File: config.mk
export PLATFORM = sky130hd
export DESIGN_NAME = wave_frame_tx_flat
export DESIGN_NICKNAME = d
export VERILOG_FILES = /design/src/rtl/wave_frame_tx_pkg.sv /design/src/rtl/wave_frame_tx_if.sv /design/src/rtl/wave_frame_tx_byte_reg.sv /design/src/rtl/wave_frame_tx.sv /design/src/flat_wrapper.sv
export SDC_FILE = /design/constraint.sdc
export NUM_CORES = 1
export LEC_CHECK = 0
export ABC_AREA = 1
export CORE_MARGIN = 10
export CORE_UTILIZATION = 51
export CTS_CLUSTER_SIZE = 12
export DETAILED_ROUTE_END_ITERATION = 6
export PLACE_DENSITY_LB_ADDON = 0.25
export SYNTH_ARGS = -nofsm -noshare
export SYNTH_HDL_FRONTEND = slang
export SYNTH_HIERARCHICAL = 1
export SYNTH_SLANG_ARGS = --single-unit
File: constraint.sdc
create_clock -name i_rd_clk -period 2.1 [get_ports i_rd_clk]
set_input_delay 0.21 -clock i_rd_clk [delete_from_list [all_inputs] [get_ports i_rd_clk]]
set_output_delay 0.21 -clock i_rd_clk [all_outputs]
set_load 0.01 [all_outputs]
File: src/rtl/wave_frame_tx_pkg.sv
// Shared definitions for the A-scan frame transmitter: state encoding,
// header geometry and default sync bytes.
package wave_frame_tx_pkg;

    typedef enum logic [2:0] {
        ST_IDLE,
        ST_HDR,
        ST_PAY_LO,
        ST_PAY_HI,
        ST_CSUM
    } state_t;

    localparam int         HDR_LEN   = 5;
    localparam logic [7:0] SYNC0_DEF = 8'hA5;
    localparam logic [7:0] SYNC1_DEF = 8'h5A;

endpackage

File: src/rtl/wave_frame_tx_if.sv
// Capture-FIFO read port and byte-stream tx port of the frame transmitter.
// master = transmitter side, slave = FIFO/sink side.
interface wave_frame_tx_if;

    logic [15:0] i_fifo_data;
    logic        i_fifo_empty;
    logic        o_fifo_rd;
    logic [7:0]  o_tx_data;
    logic        o_tx_valid;
    logic        i_tx_ready;

    modport master (
        input  i_fifo_data, i_fifo_empty, i_tx_ready,
        output o_fifo_rd, o_tx_data, o_tx_valid
    );

    modport slave (
        output i_fifo_data, i_fifo_empty, i_tx_ready,
        input  o_fifo_rd, o_tx_data, o_tx_valid
    );

endinterface

File: src/rtl/wave_frame_tx_byte_reg.sv
// Registered output byte: accepts a new value whenever empty or the current
// byte is being taken, otherwise holds data/valid stable.
module tx_byte_reg (
    input  logic       clk_i,
    input  logic       rst_i,
    input  logic       ld_valid_i,
    input  logic [7:0] ld_data_i,
    input  logic       ready_i,
    output logic       valid_o,
    output logic [7:0] data_o
);

    logic       valid_q, valid_d;
    logic [7:0] data_q, data_d;

    always_comb begin
        valid_d = valid_q;
        data_d  = data_q;
        if (!valid_q || ready_i) begin
            valid_d = ld_valid_i;
            data_d  = ld_data_i;
        end
    end

    always_ff @(posedge clk_i) begin
        if (rst_i) begin
            valid_q <= 1'b0;
            data_q  <= 8'h00;
        end else begin
            valid_q <= valid_d;
            data_q  <= data_d;
        end
    end

    assign valid_o = valid_q;
    assign data_o  = data_q;

endmodule

File: src/rtl/wave_frame_tx.sv
// Frames capture-FIFO words as: SYNC0 SYNC1 seq lenH lenL payload... csum.
// state_q/idx_q name the byte slot held (or awaited) in the output register.
module wave_frame_tx
    import wave_frame_tx_pkg::*;
#(
    parameter logic [7:0] SYNC0 = SYNC0_DEF,
    parameter logic [7:0] SYNC1 = SYNC1_DEF,
    parameter int         CNT_W = 16
) (
    input  logic              i_rd_clk,
    input  logic              i_rst,
    input  logic              i_start,
    input  logic [CNT_W-1:0]  i_recv_count,
    wave_frame_tx_if.master   bus,
    output logic              o_busy,
    output logic              o_overrun
);

    state_t           state_q, state_d;
    logic [2:0]       idx_q, idx_d;
    logic [CNT_W-1:0] len_q, len_d;
    logic [CNT_W-1:0] bytes_q, bytes_d;
    logic [7:0]       csum_q, csum_d;
    logic [7:0]       seq_q, seq_d;
    logic             st_q;
    logic             ovr_q, ovr_d;

    logic       tx_valid;
    logic [7:0] tx_data;
    logic       xfer, pop, start_edge;
    logic       ld_valid;
    logic [7:0] ld_data;

    assign xfer       = tx_valid & bus.i_tx_ready;
    assign pop        = xfer & (state_q == ST_PAY_HI);
    assign start_edge = i_start & ~st_q;

    always_comb begin
        state_d = state_q;
        idx_d   = idx_q;
        len_d   = len_q;
        bytes_d = bytes_q;
        csum_d  = csum_q;
        seq_d   = seq_q;
        ovr_d   = start_edge & (state_q != ST_IDLE);

        if (xfer && (state_q == ST_PAY_LO || state_q == ST_PAY_HI))
            csum_d = csum_q + tx_data;

        case (state_q)
            ST_IDLE: begin
                if (start_edge) begin
                    state_d = ST_HDR;
                    idx_d   = 3'd0;
                    len_d   = i_recv_count & ~CNT_W'(1);
                    bytes_d = '0;
                    csum_d  = 8'h00;
                end
            end
            ST_HDR: begin
                if (xfer) begin
                    if (idx_q == 3'(HDR_LEN - 1))
                        state_d = (len_q != '0) ? ST_PAY_LO : ST_CSUM;
                    else
                        idx_d = idx_q + 3'd1;
                end
            end
            ST_PAY_LO: begin
                if (xfer) state_d = ST_PAY_HI;
            end
            ST_PAY_HI: begin
                if (xfer) begin
                    bytes_d = bytes_q + CNT_W'(2);
                    state_d = (bytes_q + CNT_W'(2) == len_q) ? ST_CSUM : ST_PAY_LO;
                end
            end
            ST_CSUM: begin
                if (xfer) begin
                    seq_d   = seq_q + 8'd1;
                    state_d = ST_IDLE;
                end
            end
            default: state_d = ST_IDLE;
        endcase

        // Byte for the slot being entered; the word just popped is stale,
        // so PAY_LO waits a cycle for the FIFO to show the next one.
        ld_valid = 1'b0;
        ld_data  = 8'h00;
        case (state_d)
            ST_HDR: begin
                ld_valid = 1'b1;
                case (idx_d)
                    3'd0:    ld_data = SYNC0;
                    3'd1:    ld_data = SYNC1;
                    3'd2:    ld_data = seq_q;
                    3'd3:    ld_data = len_q[15:8];
                    default: ld_data = len_q[7:0];
                endcase
            end
            ST_PAY_LO: begin
                ld_valid = ~bus.i_fifo_empty & ~pop;
                ld_data  = ld_valid ? bus.i_fifo_data[7:0] : 8'h00;
            end
            ST_PAY_HI: begin
                ld_valid = 1'b1;
                ld_data  = bus.i_fifo_data[15:8];
            end
            ST_CSUM: begin
                ld_valid = 1'b1;
                ld_data  = csum_d;
            end
            default: ;
        endcase
    end

    always_ff @(posedge i_rd_clk) begin
        if (i_rst) begin
            state_q <= ST_IDLE;
            idx_q   <= 3'd0;
            len_q   <= '0;
            bytes_q <= '0;
            csum_q  <= 8'h00;
            seq_q   <= 8'h00;
            st_q    <= 1'b1;
            ovr_q   <= 1'b0;
        end else begin
            state_q <= state_d;
            idx_q   <= idx_d;
            len_q   <= len_d;
            bytes_q <= bytes_d;
            csum_q  <= csum_d;
            seq_q   <= seq_d;
            st_q    <= i_start;
            ovr_q   <= ovr_d;
        end
    end

    tx_byte_reg u_out (
        .clk_i      (i_rd_clk),
        .rst_i      (i_rst),
        .ld_valid_i (ld_valid),
        .ld_data_i  (ld_data),
        .ready_i    (bus.i_tx_ready),
        .valid_o    (tx_valid),
        .data_o     (tx_data)
    );

    assign bus.o_tx_valid = tx_valid;
    assign bus.o_tx_data  = tx_data;
    assign bus.o_fifo_rd  = pop;
    assign o_busy         = (state_q != ST_IDLE);
    assign o_overrun      = ovr_q;

endmodule

File: src/flat_wrapper.sv
// flat-port wrapper written by rule: the top's interface ports become plain ports
module wave_frame_tx_flat import wave_frame_tx_pkg::*;
#(
    parameter logic [7:0] SYNC0 = SYNC0_DEF,
    parameter logic [7:0] SYNC1 = SYNC1_DEF,
    parameter int         CNT_W = 16
)
  (i_rd_clk, i_rst, i_start, i_recv_count, o_busy, o_overrun, bus_i_fifo_data, bus_i_fifo_empty, bus_i_tx_ready, bus_o_fifo_rd, bus_o_tx_data, bus_o_tx_valid);
  wave_frame_tx_if bus_i ();
  input  logic i_rd_clk;
  input  logic i_rst;
  input  logic i_start;
  input  logic [CNT_W-1:0] i_recv_count;
  output logic o_busy;
  output logic o_overrun;
  input wire logic [$bits(bus_i.i_fifo_data)-1:0] bus_i_fifo_data;
  input wire logic [$bits(bus_i.i_fifo_empty)-1:0] bus_i_fifo_empty;
  input wire logic [$bits(bus_i.i_tx_ready)-1:0] bus_i_tx_ready;
  output wire logic [$bits(bus_i.o_fifo_rd)-1:0] bus_o_fifo_rd;
  output wire logic [$bits(bus_i.o_tx_data)-1:0] bus_o_tx_data;
  output wire logic [$bits(bus_i.o_tx_valid)-1:0] bus_o_tx_valid;
  assign bus_i.i_fifo_data = bus_i_fifo_data;
  assign bus_i.i_fifo_empty = bus_i_fifo_empty;
  assign bus_i.i_tx_ready = bus_i_tx_ready;
  assign bus_o_fifo_rd = bus_i.o_fifo_rd;
  assign bus_o_tx_data = bus_i.o_tx_data;
  assign bus_o_tx_valid = bus_i.o_tx_valid;
  wave_frame_tx #(.SYNC0(SYNC0), .SYNC1(SYNC1), .CNT_W(CNT_W)) u_core (.i_rd_clk(i_rd_clk), .i_rst(i_rst), .i_start(i_start), .i_recv_count(i_recv_count), .bus(bus_i), .o_busy(o_busy), .o_overrun(o_overrun));
endmodule
==> results of run 1 <==
[sequential cells by signal, summed over array words and instances (netlist names)]
register              cells
u_core/o_overrun          1
u_core/u_out/valid_o      1
u_core/u_out/data_o       8
u_core/len_q             15
u_core/seq_q              8
u_core/st_q               1
u_core/bytes_q           15
u_core/state_q            3
u_core/csum_q             8
u_core/idx_q              3
[area by class of cell]
cell class	count	share of cell area [%]
multi-input cells	491	47.0
flip-flops and latches	63	22.7
repair buffers	112	17.8
inverters	96	6.44
clock buffers	10	2.28
well taps	102	2.28
clock inverters	6	1.52
[cells by family (layout without fill, tap and decap cells)]
kind of cell	Yosys count	count (layout)	synth area share, %
AOI/OAI and AO/OA	88	88	11.2
buffers and inverters	111	224	10.3
xor gates and xnor gates	7	7	1.83
DFF	63	63	30.2
adders and majority gates	12	12	3.77
and+or+nand+nor	382	384	42.7
[worst max-delay path, delay by kind of cell, from the launching register on]
kind	cells	cell delay, ns
and+or+nand+nor	13	1.68
DFF	1	0.37
adders and majority gates	1	0.16
AOI/OAI and AO/OA	1	0.08
[routing by layer]
metal | vias up | routed length (µm)
met2 | 193 | 6490
met5 | - | 0
li1 | 2380 | -
met3 | 20 | 888
met1 | 2235 | 5710
met4 | 0 | 192
[synth_stat cells, types with 5 or more instances]
library cell / count
nor2_1: 76
nand2_1: 155
ha_1: 11
nor4_1: 5
a21oi_1: 50
nor3_1: 9
nand4_1: 21
nand3b_1: 10
clkbuf_1: 10
clkinv_1: 7
nand2_2: 7
nand3_1: 75
dfxtp_1: 63
o21ai_0: 29
nand3_2: 5
inv_1: 86
nor2_4: 6
[report_power, final]
part	switching, mW	internal [mW]
Clock	0.505	0.665
Sequential	0.0283	1.22
Combinational	0.182	0.165
Total	0.715	2.05
[how the worst max path moves through the flow]
stage / startpoint / end / cells after the start
3_5_place_dp: bus_i_tx_ready / u_core/u_out/data_o[2]$_SDFFE_PP0P_ / 17
5_1_grt: u_core/bytes_q[8]$_SDFFE_PP0P_ / u_core/u_out/data_o[6]$_SDFFE_PP0P_ / 14
4_1_cts: u_core/bytes_q[1]$_SDFFE_PP0P_ / u_core/u_out/data_o[4]$_SDFFE_PP0P_ / 15
6_report: u_core/bytes_q[1]$_SDFFE_PP0P_ / u_core/u_out/data_o[2]$_SDFFE_PP0P_ / 15
2_1_floorplan: u_core/bytes_q[2]$_SDFFE_PP0P_ / u_core/u_out/data_o[0]$_SDFFE_PP0P_ / 14
3_3_place_gp: bus_i_tx_ready / u_core/u_out/data_o[2]$_SDFFE_PP0P_ / 17
[per-stage QoR]
stage               hold WS, ns  setup TNS [ns]  instances
floorplan                 0.282               0        663
finish                    0.494           -2.21        880
CTS                       0.474           -1.16        878
global placement          0.457           -6.26        855
detailed placement        0.490           -8.21        855
global route              0.519           -3.51        880
[timing repair]
action	in CTS	in global routing
hold buffers	0	0
buffers inserted	5	3
gates resized for setup	20	21
pin swaps	6	17
cloned	2	0
endpoints found under the setup margin	19	12
==> run_results.csv, run 1 <==
group,metric,value,unit
clock_network,clk_path_buf_depth,2,
die,ios,49,
timing,finClkSkew,0.0100,ns
die,row_count,32,
global_routing,grt_use_met1,26.3,%
synth,synth_enable_flop_cells,0,
clock_network,cts_sinks,63,
die,die_height,111,µm
worst_hold_path,hold_end,"u_core/len_q[1]$_SDFFE_PP0P_",
drt,drcViolationCount,0,
worst_hold_path,min_path_type,"input port to flip-flop",
clock_network,cts_buffers,9,
clock_network,clk_pin_slew,0.08,ns
global_routing,met3_usage,3.89,%
die,start_util,53.3,%
job,cap_viol_max_count,0,
clock_network,clock_latency,0.34,ns
global_routing,grt_pass1_wl,21900,µm
placed_design,dpl_worst_slack,-0.381,ns
power_and_ir_drop,peakVddDrop,0.436,mV
cells_and_area,syn2layout_area_growth,33.8,%
drt,drtIter0Drc,333,
clock_network,cts_root_buf,"clkbuf_8",
power_and_ir_drop,power_leakage,2.46,nW
drt,viasPerCell,5.49,
placed_design,hpwl,9990,µm
timing,drv_slew,0,
die,core_area,7850,µm²
worst_setup_path,cp-start-kind,"flip-flop",
timing,rsz0062_at_grt,"yes",
synth,synth.distinct_cells,41,
clock_network,cts_tree,"yes",
synth,ys_seq_area_share,30.2,%
drt,postRouteAntennaNets,0,
global_routing,antenna_found_initial,0,
worst_hold_path,holdCritStartpoint,"i_recv_count[1]",
global_routing,grt_pass1_vias,4644,
synth,ys_top_cells_by_area,"dfxtp_1 30%, nand2_1 14%, nand3_1 9.0%",
clock_network,ctsHtreeMaxLevel,3,
cells_and_area,drive_gt1_share,19.0,%
synth,synth_warnings,6,
cells_and_area,num_antenna_cells,0,
worst_setup_path,reg2reg_slack,-0.26,ns
drt,avgRoutedWirePerCell,15.1,µm
worst_setup_path,critPathKind,"flip-flop to flip-flop",
synth,synth_nets,712,
worst_hold_path,hold_depth,3,
worst_setup_path,worst-path-max-fanout,5,
cells_and_area,multi_input_area,2630,µm²
synth,synthCells,663,
synth,ys.flop_type,"dfxtp_1",
synth,syn_area,4180,µm²
power_and_ir_drop,power,2.76,mW
drt,wl,13300,µm
die,fp.dieW,111,µm
power_and_ir_drop,cellPowerDensity,494,nW/µm²
global_routing,grt_usage,20.7,%
worst_setup_path,worst_setup_path_end_kind,"flip-flop",
cells_and_area,layout_common_cells,"151 x nand2_1, 85 x inv_1, 71 x nor2_1",
global_routing,grt_max_degree,29,
cells_and_area,postLayoutCellArea,5600,µm²
worst_setup_path,rr_endpoint,"u_core/u_out/data_o[2]$_SDFFE_PP0P_",
global_routing,grt_util_met2,34.9,%
cells_and_area,layout_commonest_cell,"nand2_1",
synth,synthArstFlopShare,0,%
cells_and_area,fill_cells,687,
die,dieArea,12200,µm²
worst_setup_path,crit_slowest_cell,"dfxtp_4",
timing,worstMarginPinSlew,0.682,ns
cells_and_area,final_nets,822,
timing,setup_viol,10,
worst_setup_path,rr_worst_depth,15,
placed_design,port_buffers,47,
worst_setup_path,worstPathRequired,2.37,ns
synth,postSynthAreaPerCell,6.31,µm²
drt,drt-pass1-iter-count,5,
status,status,"finished with violations",
cells_and_area,seqCellArea,1270,µm²
worst_setup_path,worstPathCellList,"ha_4 > nand3_4 > nor2_4 > nand3_2 > nand2_2 > nand3_1 > nand2_1 > nand2_1 > nor2_2 > nand4_1 > nand2_2 > a21oi_2 > nand3_1 > nor2_1 > nor2_1",
cells_and_area,utilization,71.3,%
timing,slew_headroom,54.5,%
timing,hold_viol,0,
placed_design,placed_area,5170,µm²
worst_setup_path,worst-endpoint-arrival,2.63,ns
global_routing,grt.overflow.total,0,
global_routing,grt-busiest-layer,"met2",
synth,synth_top_area_cell,"dfxtp_1",
drt,vias,4828,
timing,max_freq,424,MHz
synth,yosysTopAreaCellShare,30.2,%
worst_setup_path,worstReg2RegStart,"u_core/bytes_q[1]$_SDFFE_PP0P_",
worst_setup_path,slowest_delay,0.37,ns
synth,synth-seq-cells,63,
timing,period_share,112,%
placed_design,gp_congestion,0.889,
timing,fin_crit,2.36,ns
status,violations,"setup timing",
timing,layout_setup_ws,-0.259,ns
Power figures use the tool's default switching activity.
==> run 2: changes to the inputs <==
- CORE_UTILIZATION: 51 -> 53
- CTS_BUF_LIST: not set -> sky130_fd_sc_hd__clkbuf_4 sky130_fd_sc_hd__clkbuf_8
- CTS_CLUSTER_DIAMETER: not set -> 200
==> run 2 against run 1 <==
  * The run still ends with setup timing left
  * First-iteration DRC count increased by 3.6%
  * Largest cell class unchanged
  * Largest power group unchanged
  * Critical path depth increased by 1
  * Combinational power about the same
  * Sequential share of layout area about the same
  * Clock skew increased by 0.0048 ns
  * Die area decreased by 3.1%
==> run_results.csv, run 2 (same netlist as run 1, synthesis figures left out) <==
group,metric,value,unit
global_routing,grt_usage,21.9,%
status,violations,"setup timing",
cells_and_area,seqCellArea,1270,µm²
drt,dr.max_layer_used,"met4",
cells_and_area,postLayoutCellArea,5580,µm²
die,die_height,109,µm
job,cap_viol_max_count,0,
timing,fin_crit,2.25,ns
worst_setup_path,cp-start-kind,"flip-flop",
cells_and_area,largestRegisters,"u_core/bytes_q (15), u_core/len_q (15)",
clock_network,clock_latency,0.35,ns
timing,slew_headroom,51.9,%
placed_design,port_buffers,47,
timing,layout_setup_ws,-0.154,ns
timing,max_freq,444,MHz
timing,rsz0062_at_grt,"yes",
die,ios,49,
drt,vias,4761,
drt,wl,12800,µm
power_and_ir_drop,power_leakage,2.43,nW
cells_and_area,num_antenna_cells,0,
worst_setup_path,worst-path-max-fanout,5,
clock_network,ctsHoldBuffers,0,
worst_setup_path,worst-endpoint-arrival,2.49,ns
cells_and_area,layout_commonest_cell,"nand2_1",
timing,hold_viol,0,
die,fp.dieW,109,µm
placed_design,placed_area,5110,µm²
worst_setup_path,critPathKind,"flip-flop to flip-flop",
clock_network,cts_buffers,9,
global_routing,grt.overflow.total,0,
drt,postRouteAntennaNets,0,
worst_setup_path,worstPathRequired,2.34,ns
cells_and_area,fill_cells,632,
drt,drcViolationCount,0,
worst_hold_path,min_path_type,"input port to flip-flop",
timing,drv_slew,0,
clock_network,cts_tree,"yes",
timing,period_share,107,%
placed_design,gp_congestion,0.949,
clock_network,clk_pin_slew,0.08,ns
cells_and_area,multi_input_area,2660,µm²
die,dieArea,11800,µm²
power_and_ir_drop,cellPowerDensity,508,nW/µm²
global_routing,antenna_found_initial,0,
cells_and_area,final_nets,815,
clock_network,ctsHtreeMaxLevel,3,
drt,met1_length,5510,µm
die,core_area,7690,µm²
worst_setup_path,worst_setup_path_end_kind,"flip-flop",
drt,viasPerCell,5.45,
timing,finClkSkew,0.0148,ns
status,status,"finished with violations",
placed_design,hpwl,9480,µm
power_and_ir_drop,peakVddDrop,0.440,mV
timing,worstMarginPinSlew,0.720,ns
clock_network,cts_sinks,63,
drt,drtIter0Drc,345,
die,start_util,54.4,%
clock_network,clk_path_buf_depth,2,
drt,drt-pass1-iter-count,5,
timing,whs,0.329,ns
drt,met3_length,916,µm
clock_network,cts_root_buf,"clkbuf_8",
worst_setup_path,reg2reg_slack,-0.15,ns
drt,avgRoutedWirePerCell,14.7,µm
power_and_ir_drop,power,2.83,mW
global_routing,grt_max_degree,34,
cells_and_area,drive_gt1_share,18.8,%
cells_and_area,layout_common_cells,"149 x nand2_1, 85 x inv_1, 71 x nor2_1",
timing,setup_viol,9,
cells_and_area,syn2layout_area_growth,33.4,%
die,row_count,32,
drt,wl_met2,6100,µm
global_routing,grt_pass1_vias,4473,
global_routing,grt_pass1_wl,21100,µm
-- run 2: cell count changes in the layout (fill, tap and decap cells not counted), moves of 2 or more --
| cell | delta |
|---|---|
| nand2_1 | -2 |
| dfxtp_2 | +2 |
| a21oi_4 | -2 |
| o21ai_0 | -2 |
| nand3_1 | -3 |
| a21oi_1 | +5 |
| inv_2 | -2 |
| nor2_2 | -3 |
| a21oi_2 | -3 |
| buf_4 | -5 |
| nand3_2 | +2 |
| nor2_4 | +3 |
-- run 2: cell type report --
type                            count  share of cell area, %
Timing Repair Buffer              105                   16.7
Clock buffer                       10                   2.47
Multi-Input combinational cell    491                   47.7
Tap cell                          102                   2.29
Sequential cell                    63                   22.7
Inverter                           96                   6.51
Clock inverter                      6                   1.66
-- run 2: power breakdown --
| part | total [mW] | internal [mW] | switching [mW] |
|---|---|---|---|
| sequential | 1.25 | 1.22 | 0.0312 |
| combinational | 0.349 | 0.165 | 0.184 |
| clock | 1.23 | 0.706 | 0.524 |
| total | 2.83 | 2.09 | 0.740 |
-- run 2: path summary, 6_finish.rpt --
kind                                       start                             endpoint  depth (start not counted)
setup / recovery  u_core/bytes_q[2]$_SDFFE_PP0P_  u_core/u_out/data_o[4]$_SDFFE_PP0P_                         16
hold / removal                    bus_i_tx_ready  u_core/u_out/data_o[6]$_SDFFE_PP0P_                          4
setup reg to reg  u_core/bytes_q[2]$_SDFFE_PP0P_  u_core/u_out/data_o[4]$_SDFFE_PP0P_                         16
hold reg to reg     u_core/seq_q[7]$_SDFFE_PP0P_         u_core/seq_q[7]$_SDFFE_PP0P_                          2
-- run 2: critical path, cell delays in order, from the launching register on --
cell and delay (ns):
dfxtp_2 0.36, ha_4 0.16, nand3_4 0.12, nor2_4 0.24, nand2_1 0.09, nand3_1 0.10
nand3_2 0.09, nor2_4 0.13, nand2_2 0.07, nor2_4 0.10, nand3_2 0.11, nand2_4 0.14
nand2_4 0.08, nand3b_1 0.10, nand3_1 0.10, nor2_2 0.11, nor2_1 0.05
-- run 2: stage by stage --
stage | util [%] | worst slack [ns] | TNS [ns] | cells
after floorplan | - | 0.0281 | 0 | 663
final | 72.6 | -0.154 | -1.02 | 873
after detailed placement | 66.4 | -0.466 | -10.51 | 848
after CTS | 71.3 | -0.111 | -1.17 | 870
after global placement | 66.4 | -0.382 | -8.30 | 848
after global routing | 72.6 | -0.329 | -2.54 | 873
-- run 2: what timing repair did --
action | in CTS | in global routing
pin swaps | 14 | 29
endpoints found under the hold margin | 0 | 0
gates cloned | 2 | 0
gates resized for setup | 29 | 20
endpoints found under the setup margin | 26 | 28
buffers inserted | 4 | 3
-- run 2: routing by layer --
| layer | GRT usage, % | vias up |
|---|---|---|
| met1 | 27.9 | 2192 |
| met5 | 0 | - |
| met4 | 5.74 | 0 |
| li1 | - | 2366 |
| met2 | 36.5 | 179 |
| met3 | 4.90 | 24 |
==> run 3: changes to the inputs <==
- RECOVER_POWER: not set -> 100
==> run 3 against run 2 <==
  * The flow still finishes with violations (setup timing)
  * Combinational power fell by 1%
  * Power fell by 0.24%
  * Sequential share of layout area rose by 0.092 points
  * Setup slack improved by 0.0042 ns
  * Worst hold slack got worse by 0.017 ns
  * Flip-flop and latch count did not move
  * Non-clock buffer count did not move
  * Clock skew barely moved
  * Clock power barely moved
  * Global-route usage did not move
  * Critical path depth did not move
  * Highest routed layer unchanged
==> run_results.csv, run 3 (same netlist as run 1, synthesis figures left out) <==
group,metric,value,unit
die,start_util,54.4,%
worst_setup_path,slowest_delay,0.36,ns
die,core_area,7690,µm²
timing,period_share,107,%
cells_and_area,utilization,72.3,%
timing,slew_headroom,47.0,%
drt,viasPerCell,5.44,
cells_and_area,num_antenna_cells,0,
timing,max_freq,445,MHz
cells_and_area,seqCellArea,1270,µm²
cells_and_area,largestRegisters,"u_core/bytes_q (15), u_core/len_q (15)",
placed_design,gp_congestion,0.949,
die,dieArea,11800,µm²
placed_design,placed_area,5110,µm²
clock_network,ctsHoldBuffers,0,
die,ios,49,
drt,drcViolationCount,0,
power_and_ir_drop,power,2.83,mW
die,row_count,32,
drt,wl,12800,µm
clock_network,cts_root_buf,"clkbuf_8",
global_routing,grt_usage,21.9,%
cells_and_area,multi_input_area,2660,µm²
die,fp.dieW,109,µm
clock_network,cts_buffers,9,
clock_network,clk_pin_slew,0.08,ns
global_routing,antenna_found_initial,0,
placed_design,hpwl,9480,µm
power_and_ir_drop,cellPowerDensity,509,nW/µm²
drt,drt-pass1-iter-count,5,
clock_network,cts_tree,"yes",
cells_and_area,postLayoutCellArea,5560,µm²
clock_network,cts_sinks,63,
job,cap_viol_max_count,0,
worst_setup_path,worst-endpoint-arrival,2.48,ns
timing,worstMarginPinSlew,0.795,ns
timing,setup_tns,-1.05,ns
timing,whs,0.312,ns
status,status,"finished with violations",
power_and_ir_drop,power_leakage,2.44,nW
cells_and_area,syn2layout_area_growth,32.9,%
timing,finClkSkew,0.0149,ns
worst_setup_path,reg2reg_slack,-0.15,ns
worst_setup_path,cp_common_cell,"nor2_4",
cells_and_area,layout_common_cells,"150 x nand2_1, 87 x inv_1, 71 x nor2_1",
worst_setup_path,worst_setup_path_end_kind,"flip-flop",
timing,layout_setup_ws,-0.150,ns
drt,drtIter0Drc,332,
die,die_height,109,µm
clock_network,ctsHtreeMaxLevel,3,
cells_and_area,fill_cells,637,
worst_setup_path,worstPathRequired,2.34,ns
status,violations,"setup timing",
clock_network,clock_latency,0.35,ns
power_and_ir_drop,peakVddDrop,0.440,mV
timing,fin_crit,2.25,ns
global_routing,grt_pass1_vias,4473,
timing,rsz0062_at_grt,"yes",
drt,postRouteAntennaNets,0,
worst_setup_path,cp-start-kind,"flip-flop",
worst_setup_path,worstPathCellList,"ha_4 > nand3_4 > nor2_4 > nand2_1 > nand3_1 > nand3_2 > nor2_4 > nand2_2 > nor2_4 > nand3_2 > nand2_4 > nand2_4 > nand3b_1 > nand3_1 > nor2_2 > nor2_1",
timing,hold_viol,0,
global_routing,grt.overflow.total,0,
worst_setup_path,worst-path-max-fanout,5,
clock_network,clk_path_buf_depth,2,
drt,avgRoutedWirePerCell,14.7,µm
worst_setup_path,critPathKind,"flip-flop to flip-flop",
cells_and_area,drive_gt1_share,17.9,%
global_routing,grt_pass1_wl,21100,µm
drt,vias,4749,
worst_setup_path,crit_slowest_cell,"dfxtp_2",
global_routing,grt_max_degree,34,
cells_and_area,final_nets,815,
worst_hold_path,min_path_type,"input port to flip-flop",
placed_design,port_buffers,47,
timing,setup_viol,9,
cells_and_area,layout_commonest_cell,"nand2_1",
timing,drv_slew,0,
run 3: cell count changes in the layout (fill, tap and decap cells not counted), sizes merged:
cell and change:
buf -7, clkbuf +7, clkdlybuf4s50 -9, dlygate4sd3 +9
run 3: what timing repair did:
item,in CTS,in global routing
pin swaps,14,29
endpoints found under the setup margin,26,28
gates cloned,2,0
resized for setup,29,20
setup buffers,4,3
run 3: routing by layer:
metal,track usage (%),wire length (µm),vias to the layer above
li1,-,-,2363
met1,27.9,5520,2209
met2,36.5,6150,155
met3,4.90,876,22
met4,5.74,264,0
met5,0,0,-
run 3: final timing paths:
path / endpoint / cells after the start / start
worst max register to register: u_core/u_out/data_o[4]$_SDFFE_PP0P_ / 16 / u_core/bytes_q[2]$_SDFFE_PP0P_
worst min-delay path: u_core/u_out/data_o[0]$_SDFFE_PP0P_ / 4 / bus_i_tx_ready
worst min register to register: u_core/seq_q[7]$_SDFFE_PP0P_ / 2 / u_core/seq_q[7]$_SDFFE_PP0P_
worst max-delay path: u_core/u_out/data_o[4]$_SDFFE_PP0P_ / 16 / u_core/bytes_q[2]$_SDFFE_PP0P_
run 3: cell type report:
class | count | area share (%)
Sequential cell | 63 | 22.8
Inverter | 96 | 6.53
Tap cell | 102 | 2.30
Clock buffer | 10 | 2.48
Multi-Input combinational cell | 491 | 47.8
Clock inverter | 6 | 1.67
Timing Repair Buffer | 105 | 16.4
run 3: per-stage QoR:
| step | setup slack, ns | cells |
|---|---|---|
| floorplan | 0.0281 | 663 |
| global placement | -0.382 | 848 |
| detailed placement | -0.466 | 848 |
| CTS | -0.111 | 870 |
| global route | -0.329 | 873 |
| finish | -0.150 | 873 |
run 3: worst max-delay path, delay by kind of cell, from the launching register on:
| kind | cells | cell delay (ns) |
|---|---|---|
| simple gates | 15 | 1.62 |
| fa+ha+maj | 1 | 0.16 |
| flops | 1 | 0.36 |
run 3: power by group:
part | switching (mW) | internal (mW) | total [mW]
registers | 0.0307 | 1.22 | 1.25
clock network | 0.523 | 0.706 | 1.23
logic | 0.184 | 0.160 | 0.344
